$ cat src/rtl/mips_pkg.sv
// rtl/mips_pkg.sv - shared types and helpers for the data-memory port arbiter
package mips_pkg;

    typedef enum logic [1:0] {
        S_IDLE = 2'd0,
        S_PEND = 2'd1,
        S_ACK  = 2'd2
    } arb_state_t;

    localparam logic OWNER_CPU  = 1'b0;
    localparam logic OWNER_UART = 1'b1;

    // Counter must hold 0..max_wait inclusive and is never narrower than one bit.
    function automatic int wait_cnt_width(input int max_wait);
        return (max_wait < 1) ? 1 : $clog2(max_wait + 1);
    endfunction

endpackage

$ cat src/rtl/dmem_port_arbiter.sv
// rtl/dmem_port_arbiter.sv - shares the data RAM port between the MEM stage and the UART host
module dmem_port_arbiter
    import mips_pkg::*;
#(
    parameter int BIT_WIDTH  = 32,
    parameter int ADDR_WIDTH = 32,
    parameter int MAX_WAIT   = 4
) (
    input  logic                  clk,
    input  logic                  rst,
    input  logic                  cpu_req,
    input  logic                  cpu_we,
    input  logic [ADDR_WIDTH-1:0] cpu_addr,
    input  logic [BIT_WIDTH-1:0]  cpu_wdata,
    output logic [BIT_WIDTH-1:0]  cpu_rdata,
    output logic                  cpu_stall,
    input  logic                  uart_req,
    input  logic                  uart_we,
    input  logic [ADDR_WIDTH-1:0] uart_addr,
    input  logic [BIT_WIDTH-1:0]  uart_wdata,
    output logic                  uart_busy,
    output logic                  uart_ack,
    output logic [BIT_WIDTH-1:0]  uart_rdata,
    output logic [ADDR_WIDTH-1:0] mem_addr,
    output logic [BIT_WIDTH-1:0]  mem_wdata,
    output logic                  mem_we,
    input  logic [BIT_WIDTH-1:0]  mem_rdata
);

    localparam int             WCW        = wait_cnt_width(MAX_WAIT);
    localparam logic [WCW-1:0] WAIT_LIMIT = WCW'(MAX_WAIT);

    arb_state_t            state;
    arb_state_t            next_state;
    logic [WCW-1:0]        wait_cnt;
    logic                  hold_we;
    logic [ADDR_WIDTH-1:0] hold_addr;
    logic [BIT_WIDTH-1:0]  hold_wdata;
    logic                  grant;
    logic                  owner;

    always_ff @(posedge clk) begin
        if (rst) begin
            state      <= S_IDLE;
            wait_cnt   <= '0;
            hold_we    <= 1'b0;
            hold_addr  <= '0;
            hold_wdata <= '0;
            uart_rdata <= '0;
        end else begin
            state <= next_state;
            if (state == S_IDLE && uart_req) begin
                hold_we    <= uart_we;
                hold_addr  <= uart_addr;
                hold_wdata <= uart_wdata;
                wait_cnt   <= '0;
            end else if (state == S_PEND && !grant && wait_cnt != WAIT_LIMIT) begin
                wait_cnt <= wait_cnt + 1'b1;
            end
            // Read data is captured on the granted cycle; writes keep the last read value.
            if (grant && !hold_we) begin
                uart_rdata <= mem_rdata;
            end
        end
    end

    always_comb begin
        next_state = state;
        grant      = 1'b0;
        owner      = OWNER_CPU;
        case (state)
            S_IDLE: begin
                if (uart_req) begin
                    next_state = S_PEND;
                end
            end
            S_PEND: begin
                grant = !cpu_req || (wait_cnt == WAIT_LIMIT);
                if (grant) begin
                    owner      = OWNER_UART;
                    next_state = S_ACK;
                end
            end
            S_ACK: begin
                next_state = S_IDLE;
            end
            default: begin
                next_state = S_IDLE;
            end
        endcase
    end

    // A stall only happens when the CPU actually wanted the port on a forced grant.
    assign cpu_stall = grant & cpu_req;
    assign uart_busy = (state != S_IDLE);
    assign uart_ack  = (state == S_ACK);
    assign cpu_rdata = mem_rdata;

    assign mem_addr  = (owner == OWNER_UART) ? hold_addr  : cpu_addr;
    assign mem_wdata = (owner == OWNER_UART) ? hold_wdata : cpu_wdata;
    assign mem_we    = (owner == OWNER_UART) ? hold_we    : (cpu_req & cpu_we);

endmodule

$ cat config.mk
export PLATFORM = sky130hd
export DESIGN_NAME = dmem_port_arbiter
export DESIGN_NICKNAME = d
export VERILOG_FILES = /design/src/rtl/mips_pkg.sv /design/src/rtl/dmem_port_arbiter.sv
export SDC_FILE = /design/constraint.sdc
export NUM_CORES = 1
export LEC_CHECK = 0
export CAP_MARGIN = 20
export CORE_AREA = 2 2 115 117
export CTS_CLUSTER_SIZE = 30
export DETAILED_ROUTE_END_ITERATION = 16
export DIE_AREA = 0 0 117 119
export DONT_BUFFER_PORTS = 1
export GPL_TIMING_DRIVEN = 0
export HOLD_SLACK_MARGIN = 0.02
export PLACE_DENSITY_LB_ADDON = 0.15
export SETUP_SLACK_MARGIN = 0.5
export SYNTH_ARGS = -nofsm -noshare
export SYNTH_HDL_FRONTEND = slang
export SYNTH_SLANG_ARGS = --single-unit
export TNS_END_PERCENT = 30
$ cat constraint.sdc
create_clock -name clk -period 1.63 [get_ports clk]
set_clock_uncertainty 0.05 [all_clocks]
set_input_delay 0.0815 -clock clk [delete_from_list [all_inputs] [get_ports clk]]
set_output_delay 0.0815 -clock clk [all_outputs]
set_load 0.01 [all_outputs]
==> flow_summary.json, run 1 <==
{
  "layout_commonest_cell": "dfxtp_1",
  "drt-total-wl_um": 16600,
  "clock.fmax_ghz": 0.507,
  "fin_crit_sh_pct": 121,
  "grt-ovfl-total": 0,
  "power_mw": 6.46,
  "clk_pin_slew_ns": 0.06,
  "intPower_mw": 4.63,
  "slowest_stage": "dfxtp_2",
  "fin_area_sq_um": 7900,
  "ir_drop_v": 0.000433,
  "antenna_found_initial": 0,
  "placed_cell_area_sq_um": 5350,
  "synthFlopType": "dfxtp_1",
  "combPwrFrac_pct": 23.7,
  "synth.net_count": 742,
  "seqPwrFrac_pct": 43.0,
  "grt_max_degree": 16,
  "reg2reg_from": "wait_cnt[0]$_SDFFE_PP0P_",
  "cts.path.max_buffers": 2,
  "crit_path_frequent_cell": "buf_12",
  "slowest_delay_ns": 0.34,
  "setup_violations": 66,
  "tns_ns": -20.27,
  "arrival_ns": 1.84,
  "regToRegEndpoint": "wait_cnt[2]$_SDFFE_PP0P_",
  "dieWidth_um": 117,
  "clockRootBuffer": "clkbuf_16",
  "max_cap_violations": 0,
  "synthesis.area_sq_um": 5100,
  "reg2reg_slack_ns": 0.03,
  "crit_chain": "inv_2, ha_4, a21bo_4, nand2_8, buf_12, buf_12, mux2_4",
  "clockPowerShare_pct": 33.3,
  "async_flop_share_pct": 0,
  "post-route-drc-count": 0,
  "syn_avg_cell_area_sq_um": 8.88,
  "cts_sinks": 102,
  "crit_path_start": "wait_cnt[0]$_SDFFE_PP0P_",
  "cts_tree": "done",
  "whs_ns": 0.142,
  "period_minus_slack_ns": 1.97,
  "antenna_cells": 0,
  "hold_class": "input pin to register",
  "violations": "negative setup slack",
  "end_kind": "output port",
  "cts_inserted_buffers": 9,
  "final_nets": 864,
  "area_delta_synth_final_pct": 54.9,
  "row_count": 42,
  "p_sw_mw": 1.83,
  "grt_pass1_wl_um": 24000,
  "synth_cells": 574,
  "place_congestion": 0.807,
  "yosysUniqueCellTypes": 29,
  "io_pins": 298,
  "routedWlPerCell_um": 19.0,
  "grt.total_usage_pct": 22.3,
  "p_per_area_nw_per_um2": 818,
  "drtIter0Drc": 180,
  "worstSetupPathType": "register to output port",
  "ys_seq_area_share_pct": 40.1,
  "synth_edf_count": 0,
  "report.final.slew_viol_count": 0,
  "leakage_nw": 3.29,
  "required_ns": 1.50,
  "drt-pass1-iter-count": 4,
  "via_count": 4702,
  "cp-start-kind": "register",
  "status": "finished with violations",
  "worstMarginPinSlew_ns": 0.733,
  "grt_pass1_vias": 4637,
  "start_util_pct": 39.6,
  "finalWorstSetupSlack_ns": -0.340,
  "ys_ff_latch": 102,
  "final_cell_mix": "dfxtp_1 (98), dlygate4sd3_1 (97), nand2_1 (67)",
  "rsz0062_at_grt": "yes",
  "dpl.hpwl_um": 11100,
  "ant_nets": 0,
  "crit_path_end": "mem_wdata[17]",
  "cp_max_fo": 9,
  "core-area_sq_um": 12900,
  "sw_frac_of_total_pct": 28.3,
  "reg2reg_depth": 6,
  "hold_viol_final": 0,
  "die_area_sq_um": 13900,
  "maxSlewHeadroom_pct": 51.1,
  "drive_gt1_share_pct": 44.1,
  "synth_warnings": 0,
  "insertion_delay_ns": 0.35,
  "ctsHtreeMaxLevel": 3,
  "via_per_inst": 5.37,
  "portBuffers": 0,
  "fillers": 1016,
  "dieHeight_um": 119
}
-- layout make-up --
cell class | count | area, sq um | share of cell area [%]
Clock inverter | 4 | 47.5 | 0.602
Inverter | 2 | 7.51 | 0.0951
Tap cell | 176 | 220 | 2.79
Sequential cell | 102 | 2050 | 26.0
Buffer | 86 | 781 | 9.89
Clock buffer | 11 | 243 | 3.07
Timing Repair Buffer | 111 | 1160 | 14.7
Multi-Input combinational cell | 384 | 3390 | 42.9
-- layer usage --
metal  track usage [%]  share of wire (%)  up-vias
met2              40.2                 53      181
met3              4.94                6.0       23
met1              25.3                 39     2285
met5                 0                  0        -
li1                  -                  -     2213
met4              7.87                1.8        0
-- metrics by stage --
stage | std cells | utilization, % | worst slack (ns)
6_report | 876 | 61.3 | -0.340
2_1_floorplan | 574 | - | 0.102
5_1_grt | 876 | 61.3 | -0.389
4_1_cts | 872 | 56.8 | -0.356
3_3_place_gp | 750 | 41.6 | -0.123
3_5_place_dp | 750 | 41.6 | -0.154
-- cells by family (layout without fill, tap and decap cells) --
family                     after synthesis  after routing  share of synthesized area, %
adders and majority gates                2              2                         0.491
and+or+nand+nor                        179            179                          17.0
muxes                                   64             64                          16.9
AOI/OAI and AO/OA                      139            139                          15.4
DFF                                    102            102                          40.1
buffers and inverters                   88            214                          10.0
-- worst max-delay path: cells and delay by family, from the launching register on --
| kind | cells | cell delay, ns |
|---|---|---|
| compound gates | 1 | 0.23 |
| mux | 1 | 0.33 |
| flops | 1 | 0.34 |
| simple gates | 1 | 0.08 |
| buf+inv | 3 | 0.35 |
| fa+ha+maj | 1 | 0.15 |
-- flip-flops by register name, summed over array words and instances (netlist names) --
signal	count
hold_wdata	32
hold_we	1
wait_cnt	3
hold_addr	32
uart_rdata	32
state	2
-- cell usage after synthesis (3+ instances only) --
library cell / n / area share (%)
nand2_1: 131 / 9.6
a21oi_1: 102 / 10
dfxtp_1: 102 / 40
mux2_4: 38 / 11
buf_4: 33 / 4.9
clkbuf_1: 32 / 2.4
nand4b_1: 32 / 5.5
o31ai_1: 32 / 4.7
mux2_2: 26 / 5.7
buf_2: 15 / 1.5
buf_6: 5 / 1.1
o21ai_0: 3 / 0.29
-- power by group through the flow --
stage	combinational, mW	sequential, mW	clock [mW]
global placement	0.917	2.78	0
finish	1.53	2.78	2.15
floorplan	0.768	2.75	0
detailed placement	0.931	2.78	0
global route	1.64	2.79	2.32
CTS	1.35	2.75	2.21
-- how the worst min path moves through the flow --
| stage | startpoint | endpoint | slack, ns | depth (start not counted) |
|---|---|---|---|---|
| global route | uart_req | hold_wdata[0]$_SDFFE_PP0P_ | 0.15 | 4 |
| global placement | uart_addr[2] | hold_addr[2]$_SDFFE_PP0P_ | 0.17 | 2 |
| finish | uart_req | hold_addr[31]$_SDFFE_PP0P_ | 0.14 | 4 |
| floorplan | uart_addr[0] | hold_addr[0]$_SDFFE_PP0P_ | 0.17 | 2 |
| detailed placement | uart_addr[23] | hold_addr[23]$_SDFFE_PP0P_ | 0.17 | 2 |
| CTS | uart_req | hold_addr[31]$_SDFFE_PP0P_ | 0.15 | 4 |
-- what timing repair did --
item                                    4_1_cts  5_1_grt
buffers inserted                              8        3
hold buffers                                 97        0
endpoints found under the setup margin      170      170
pin swaps                                    76      112
gates cloned                                  2        1
endpoints found under the hold margin        97        0
gates resized for setup                     164      145
(Power assumes the default switching activity.)
==> run 2: changes to the inputs <==
--- a/config.mk
+++ b/config.mk
@@ -5,11 +5,12 @@
 export SDC_FILE = /design/constraint.sdc
 export NUM_CORES = 1
 export LEC_CHECK = 0
+export ABC_AREA = 1
 export CAP_MARGIN = 20
-export CORE_AREA = 2 2 115 117
+export CORE_AREA = 2 2 114 116
 export CTS_CLUSTER_SIZE = 30
 export DETAILED_ROUTE_END_ITERATION = 16
-export DIE_AREA = 0 0 117 119
+export DIE_AREA = 0 0 116 118
 export DONT_BUFFER_PORTS = 1
 export GPL_TIMING_DRIVEN = 0
 export HOLD_SLACK_MARGIN = 0.02
==> constraint.sdc (replaced) <==
create_clock -name clk -period 1.63 [get_ports clk]
set_clock_uncertainty 0.05 [all_clocks]
set_input_delay 0.2445 -clock clk [delete_from_list [all_inputs] [get_ports clk]]
set_output_delay 0.2445 -clock clk [all_outputs]
set_load 0.01 [all_outputs]
==> run 2 against run 1 <==
Fmax is 3.9% higher. Critical path depth is 2 higher. Synthesized cell count is 47% higher. Register-to-register slack hardly changed. Cell count is 27% higher. Flip-flop and latch count stayed put. Largest cell class unchanged. Routed wire length is 10% higher. Clock-buffer cell count stayed put. Final area is 3.2% higher. Global-route usage is 3.2 points higher. The flow still finishes with violations (negative setup slack).
==> flow_summary.json, run 2 <==
{
  "worstSetupPathType": "register to output port",
  "cts_tree": "done",
  "met3_usage_pct": 4.89,
  "cts_sinks": 102,
  "via_count": 5578,
  "io_pins": 298,
  "post-route-drc-count": 0,
  "p_per_area_nw_per_um2": 833,
  "drt-total-wl_um": 18300,
  "drtIter0Drc": 284,
  "tns_ns": -14.62,
  "worstMarginPinSlew_ns": 0.860,
  "drt-pass1-iter-count": 5,
  "ys_ff_latch": 102,
  "core-area_sq_um": 12400,
  "status": "finished with violations",
  "arrival_ns": 1.60,
  "synth_warnings": 0,
  "reg2reg_from": "wait_cnt[1]$_SDFFE_PP0P_",
  "final_cell_count_no_fill": 1109,
  "final_cell_mix": "nand2_1 (117), nor2_1 (114), inv_1 (99)",
  "final_nets": 1101,
  "postLayoutCoreUtil_pct": 65.6,
  "crit_path_start": "wait_cnt[1]$_SDFFE_PP0P_",
  "drive_gt1_share_pct": 35.9,
  "ir_drop_v": 0.000530,
  "synthTopCellsByCount": "nand2_1 (205), nor2_1 (164), dfxtp_1 (102)",
  "antenna_cells": 0,
  "synthAdderAreaFrac_pct": 0.469,
  "cts_inserted_buffers": 9,
  "synth-xor-area-share_pct": 0,
  "via_per_inst": 5.03,
  "crit_path_end": "mem_addr[26]",
  "clockRootBuffer": "clkbuf_16",
  "leakage_nw": 3.64,
  "yosysMostFrequentCell": "nand2_1",
  "met2_usage_pct": 44.7,
  "async_flop_share_pct": 0,
  "multi_input_area_sq_um": 3440,
  "ctsHtreeMaxLevel": 3,
  "top_regs": "hold_addr: 32 flops, hold_wdata: 32 flops, uart_rdata: 32 flops",
  "yosysUniqueCellTypes": 20,
  "routedWlPerCell_um": 16.5,
  "synth.net_count": 1009,
  "netlist_top_cells_area": "dfxtp_1 (38%), nand2_1 (14%), nor2_1 (12%)",
  "place_congestion": 0.783,
  "synth_edf_count": 0,
  "ant_nets": 0,
  "cp-start-kind": "register",
  "synth_cells": 841,
  "portBuffers": 0,
  "busiest_layer": "met2",
  "row_count": 41,
  "synthMuxAreaShare_pct": 0,
  "regToRegEndpoint": "uart_rdata[7]$_SDFFE_PP0P_",
  "period_minus_slack_ns": 1.90,
  "rsz0062_at_grt": "yes",
  "dieWidth_um": 116,
  "maxSlewHeadroom_pct": 42.7,
  "synth_top_family_by_area": "simple AND/OR/NAND/NOR gates",
  "fin_crit_sh_pct": 116,
  "report.final.slew_viol_count": 0,
  "synthFlopType": "dfxtp_1",
  "grt_pass1_vias": 5323,
  "dieHeight_um": 118,
  "synth-simple-area-share_pct": 37.1,
  "finalWorstSetupSlack_ns": -0.266,
  "hold_class": "input pin to register",
  "hold_viol_final": 0,
  "syn_avg_cell_area_sq_um": 6.34,
  "globalRouteMet1Util_pct": 29.8,
  "place_ws_ns": -0.108,
  "yosysTopAreaCell": "dfxtp_1",
  "setup_violations": 66,
  "area_delta_synth_final_pct": 52.8,
  "grt.total_usage_pct": 25.4,
  "cts.path.max_buffers": 2,
  "reg2reg_depth": 11,
  "clk_pin_slew_ns": 0.07,
  "antenna_found_initial": 0,
  "placed_cell_area_sq_um": 5680,
  "regArea_sq_um": 2050,
  "end_kind": "output port",
  "max_cap_violations": 0,
  "clock.fmax_ghz": 0.527,
  "ys_seq_area_share_pct": 38.3,
  "grt_max_degree": 16,
  "synthesis.area_sq_um": 5330,
  "required_ns": 1.34,
  "violations": "negative setup slack",
  "insertion_delay_ns": 0.34,
  "yosysTopAreaCellShare_pct": 38.3,
  "power_mw": 6.78,
  "die_area_sq_um": 13700,
  "cp_max_fo": 7,
  "layout_commonest_cell": "nand2_1",
  "reg2reg_slack_ns": 0.04,
  "synth_compound_area_share_pct": 6.67,
  "dpl.hpwl_um": 12100,
  "dp.cells": 1013,
  "grt-ovfl-total": 0,
  "grt_pass1_wl_um": 27000,
  "start_util_pct": 42.9,
  "fin_area_sq_um": 8150,
  "whs_ns": 0.0357,
  "fillers": 1061
}
-- run 2: cell types whose count changed after synthesis, moves of 49 or more --
cell / change
o21ai_0: +49
inv_1: +99
a21oi_1: -97
nand3_1: +64
nor2_1: +162
nand2_1: +74
-- run 2: timing repair --
| item | in CTS | in global routing |
|---|---|---|
| setup endpoints to repair | 169 | 170 |
| gates resized for setup | 293 | 118 |
| hold buffers | 65 | 0 |
| buffers inserted | 12 | 1 |
| gates cloned | 2 | 1 |
| hold endpoints to repair | 66 | 0 |
| pin swaps | 142 | 162 |
-- run 2: layer usage --
metal | vias to the layer above | wire length [um]
met5 | - | 0
met1 | 2553 | 7210
met4 | 0 | 361
li1 | 2743 | -
met3 | 25 | 1210
met2 | 257 | 9510
-- run 2: kinds of logic after synthesis --
kind of cell    after synthesis
compound gates               71
fa+ha+maj                     2
flops                       102
buf+inv                     194
simple gates                472
-- run 2: final cells by class --
type / count / share of cell area (%)
Timing Repair Buffer: 81 / 10.3
Inverter: 106 / 5.19
Clock inverter: 4 / 0.584
Sequential cell: 102 / 25.2
Clock buffer: 11 / 2.98
Buffer: 88 / 10.9
Multi-Input combinational cell: 545 / 42.2
Tap cell: 172 / 2.64
-- run 2: worst min path at each step --
stage,start,end,slack (ns),depth (start not counted)
floorplan,rst,state[0]$_SDFFE_PP0P_,0.26,1
global placement,rst,state[0]$_SDFFE_PP0P_,0.27,1
detailed placement,rst,state[0]$_SDFFE_PP0P_,0.27,1
CTS,cpu_req,state[0]$_SDFFE_PP0P_,0.03,2
global route,uart_addr[24],hold_addr[24]$_SDFFE_PP0P_,0.04,2
finish,uart_addr[24],hold_addr[24]$_SDFFE_PP0P_,0.04,2
-- run 2: power by group --
group	internal [mW]	switching [mW]
logic	0.784	0.975
clock network	1.22	0.929
registers	2.69	0.191
-- run 2: worst max-delay path, stage by stage (launching register included) --
cell     delay (ns)
dfxtp_2        0.34
inv_2          0.05
ha_4           0.15
nand2_4        0.08
nand2_8        0.09
nand2_8        0.10
buf_12         0.15
buf_12         0.15
nand2_2        0.06
nand2_2        0.07
==> run 3: changes to the inputs <==
==> constraint.sdc (replaced) <==
create_clock -name clk -period 1.9 [get_ports clk]
set_clock_uncertainty 0.05 [all_clocks]
set_input_delay 0.285 -clock clk [delete_from_list [all_inputs] [get_ports clk]]
set_output_delay 0.285 -clock clk [all_outputs]
set_load 0.01 [all_outputs]
==> run 3 against run 2 <==
The flow still finishes with violations (negative setup slack). Via count fell by 8.1%. Clock power grew 5%. First-iteration DRC count is 33% higher. Highest routed layer unchanged.
==> flow_summary.json, run 3 (synthesized netlist as in run 2, its figures left out) <==
{
  "period_minus_slack_ns": 1.91,
  "grt_max_degree": 17,
  "ant_nets": 0,
  "antenna_cells": 0,
  "cp_max_fo": 7,
  "final_nets": 1037,
  "drt-pass1-iter-count": 4,
  "place_congestion": 0.791,
  "arrival_ns": 1.57,
  "drive_gt1_share_pct": 22.8,
  "top_regs": "hold_addr: 32 flops, hold_wdata: 32 flops, uart_rdata: 32 flops",
  "grt_pass1_wl_um": 23900,
  "area_delta_synth_final_pct": 24.1,
  "leakage_nw": 3.18,
  "portBuffers": 0,
  "final_cell_mix": "nor2_1 (163), nand2_1 (146), inv_1 (99)",
  "setup_violations": 2,
  "p_per_area_nw_per_um2": 864,
  "worstSetupPathType": "register to output port",
  "die_area_sq_um": 13700,
  "crit_path_start": "wait_cnt[0]$_SDFFE_PP0P_",
  "clock.fmax_ghz": 0.525,
  "drtIter0Drc": 379,
  "dpl.hpwl_um": 11700,
  "whs_ns": 0.0356,
  "hold_class": "input pin to register",
  "postLayoutCoreUtil_pct": 53.3,
  "cp-start-kind": "register",
  "rsz0062_at_grt": "yes",
  "routedWlPerCell_um": 15.1,
  "via_per_inst": 4.90,
  "slowest_stage": "dfxtp_2",
  "cts.path.max_buffers": 2,
  "ctsHtreeMaxLevel": 3,
  "via_count": 5127,
  "post-route-drc-count": 0,
  "violations": "negative setup slack",
  "ir_drop_v": 0.000397,
  "grt_pass1_vias": 4734,
  "start_util_pct": 42.9,
  "tns_ns": -0.00724,
  "reg2reg_from": "wait_cnt[0]$_SDFFE_PP0P_",
  "power_mw": 5.71,
  "io_pins": 298,
  "maxSlewHeadroom_pct": 70.6,
  "place_ws_ns": 0.132,
  "grt-ovfl-total": 0,
  "cp_top_family": "buffers and inverters",
  "status": "finished with violations",
  "drt-total-wl_um": 15800,
  "min_from": "uart_addr[10]",
  "required_ns": 1.56,
  "worstMarginPinSlew_ns": 0.441,
  "cts_inserted_buffers": 9,
  "crit_chain": "inv_2, ha_4, nand2_4, nand2_8, nand2_8, buf_12, buf_6, o21ai_2",
  "report.final.slew_viol_count": 0,
  "dieHeight_um": 118,
  "finalWorstSetupSlack_ns": -0.00614,
  "layout_commonest_cell": "nor2_1",
  "dieWidth_um": 116,
  "max_cap_violations": 0,
  "antenna_found_initial": 0,
  "fin_crit_sh_pct": 100,
  "insertion_delay_ns": 0.35,
  "hold_viol_final": 0,
  "row_count": 41,
  "end_kind": "output port",
  "slowest_delay_ns": 0.32,
  "grt.total_usage_pct": 22.4,
  "cts_sinks": 102,
  "clk_pin_slew_ns": 0.07,
  "cts_tree": "done",
  "crit_path_frequent_cell": "nand2_8",
  "clockRootBuffer": "clkbuf_16",
  "worst-path-buf-inv": 3,
  "core-area_sq_um": 12400
}
[run 3: path summary, 6_finish.rpt]
check	slack (ns)	depth (start not counted)	to
setup / recovery	-0.006	8	mem_we
hold / removal	0.04	2	hold_addr[10]$_SDFFE_PP0P_
setup reg to reg	0.45	9	wait_cnt[1]$_SDFFE_PP0P_
hold reg to reg	0.43	2	hold_wdata[25]$_SDFFE_PP0P_
[run 3: what timing repair did]
action / in CTS / in global routing
setup endpoints to repair: 100 / 164
resized for setup: 54 / 66
hold buffers: 1 / 0
pin swaps: 8 / 22
cloned: 1 / 1
buffers inserted: 12 / 2
hold endpoints to repair: 2 / 0
[run 3: worst reg2reg max path: stages (launching register included)]
cell	delay (ns)
dfxtp_2	0.33
inv_2	0.05
ha_4	0.15
nand2_4	0.08
nand2_8	0.09
buf_8	0.15
buf_4	0.14
nor2_4	0.14
nand2_1	0.07
a21oi_1	0.12
[run 3: power by group]
part,internal [mW],switching [mW]
logic,0.404,0.641
registers,2.30,0.113
clock network,1.42,0.829
[run 3: layout make-up]
class | count | area [sq um]
tap | 172 | 215
buffer | 88 | 708
inverter | 106 | 400
timing repair buffer | 17 | 179
sequential | 102 | 2050
multi-input combinational | 545 | 2700
fill | 1262 | 5800
clock buffer | 10 | 229
clock inverter | 6 | 134
[run 3: metal layers]
| layer | global-route usage [%] | wire length [um] | vias up |
|---|---|---|---|
| met5 | 0 | 0 | - |
| met4 | 9.23 | 383 | 0 |
| met3 | 4.58 | 1200 | 30 |
| met2 | 39.4 | 7910 | 218 |
| met1 | 26.1 | 6280 | 2263 |
| li1 | - | - | 2616 |
[run 3: through the flow]
stage | cells | cell area, sq um
floorplan | 841 | 5460
global placement | 1013 | 5670
detailed placement | 1013 | 5670
CTS | 1043 | 6360
global route | 1046 | 6610
finish | 1046 | 6610
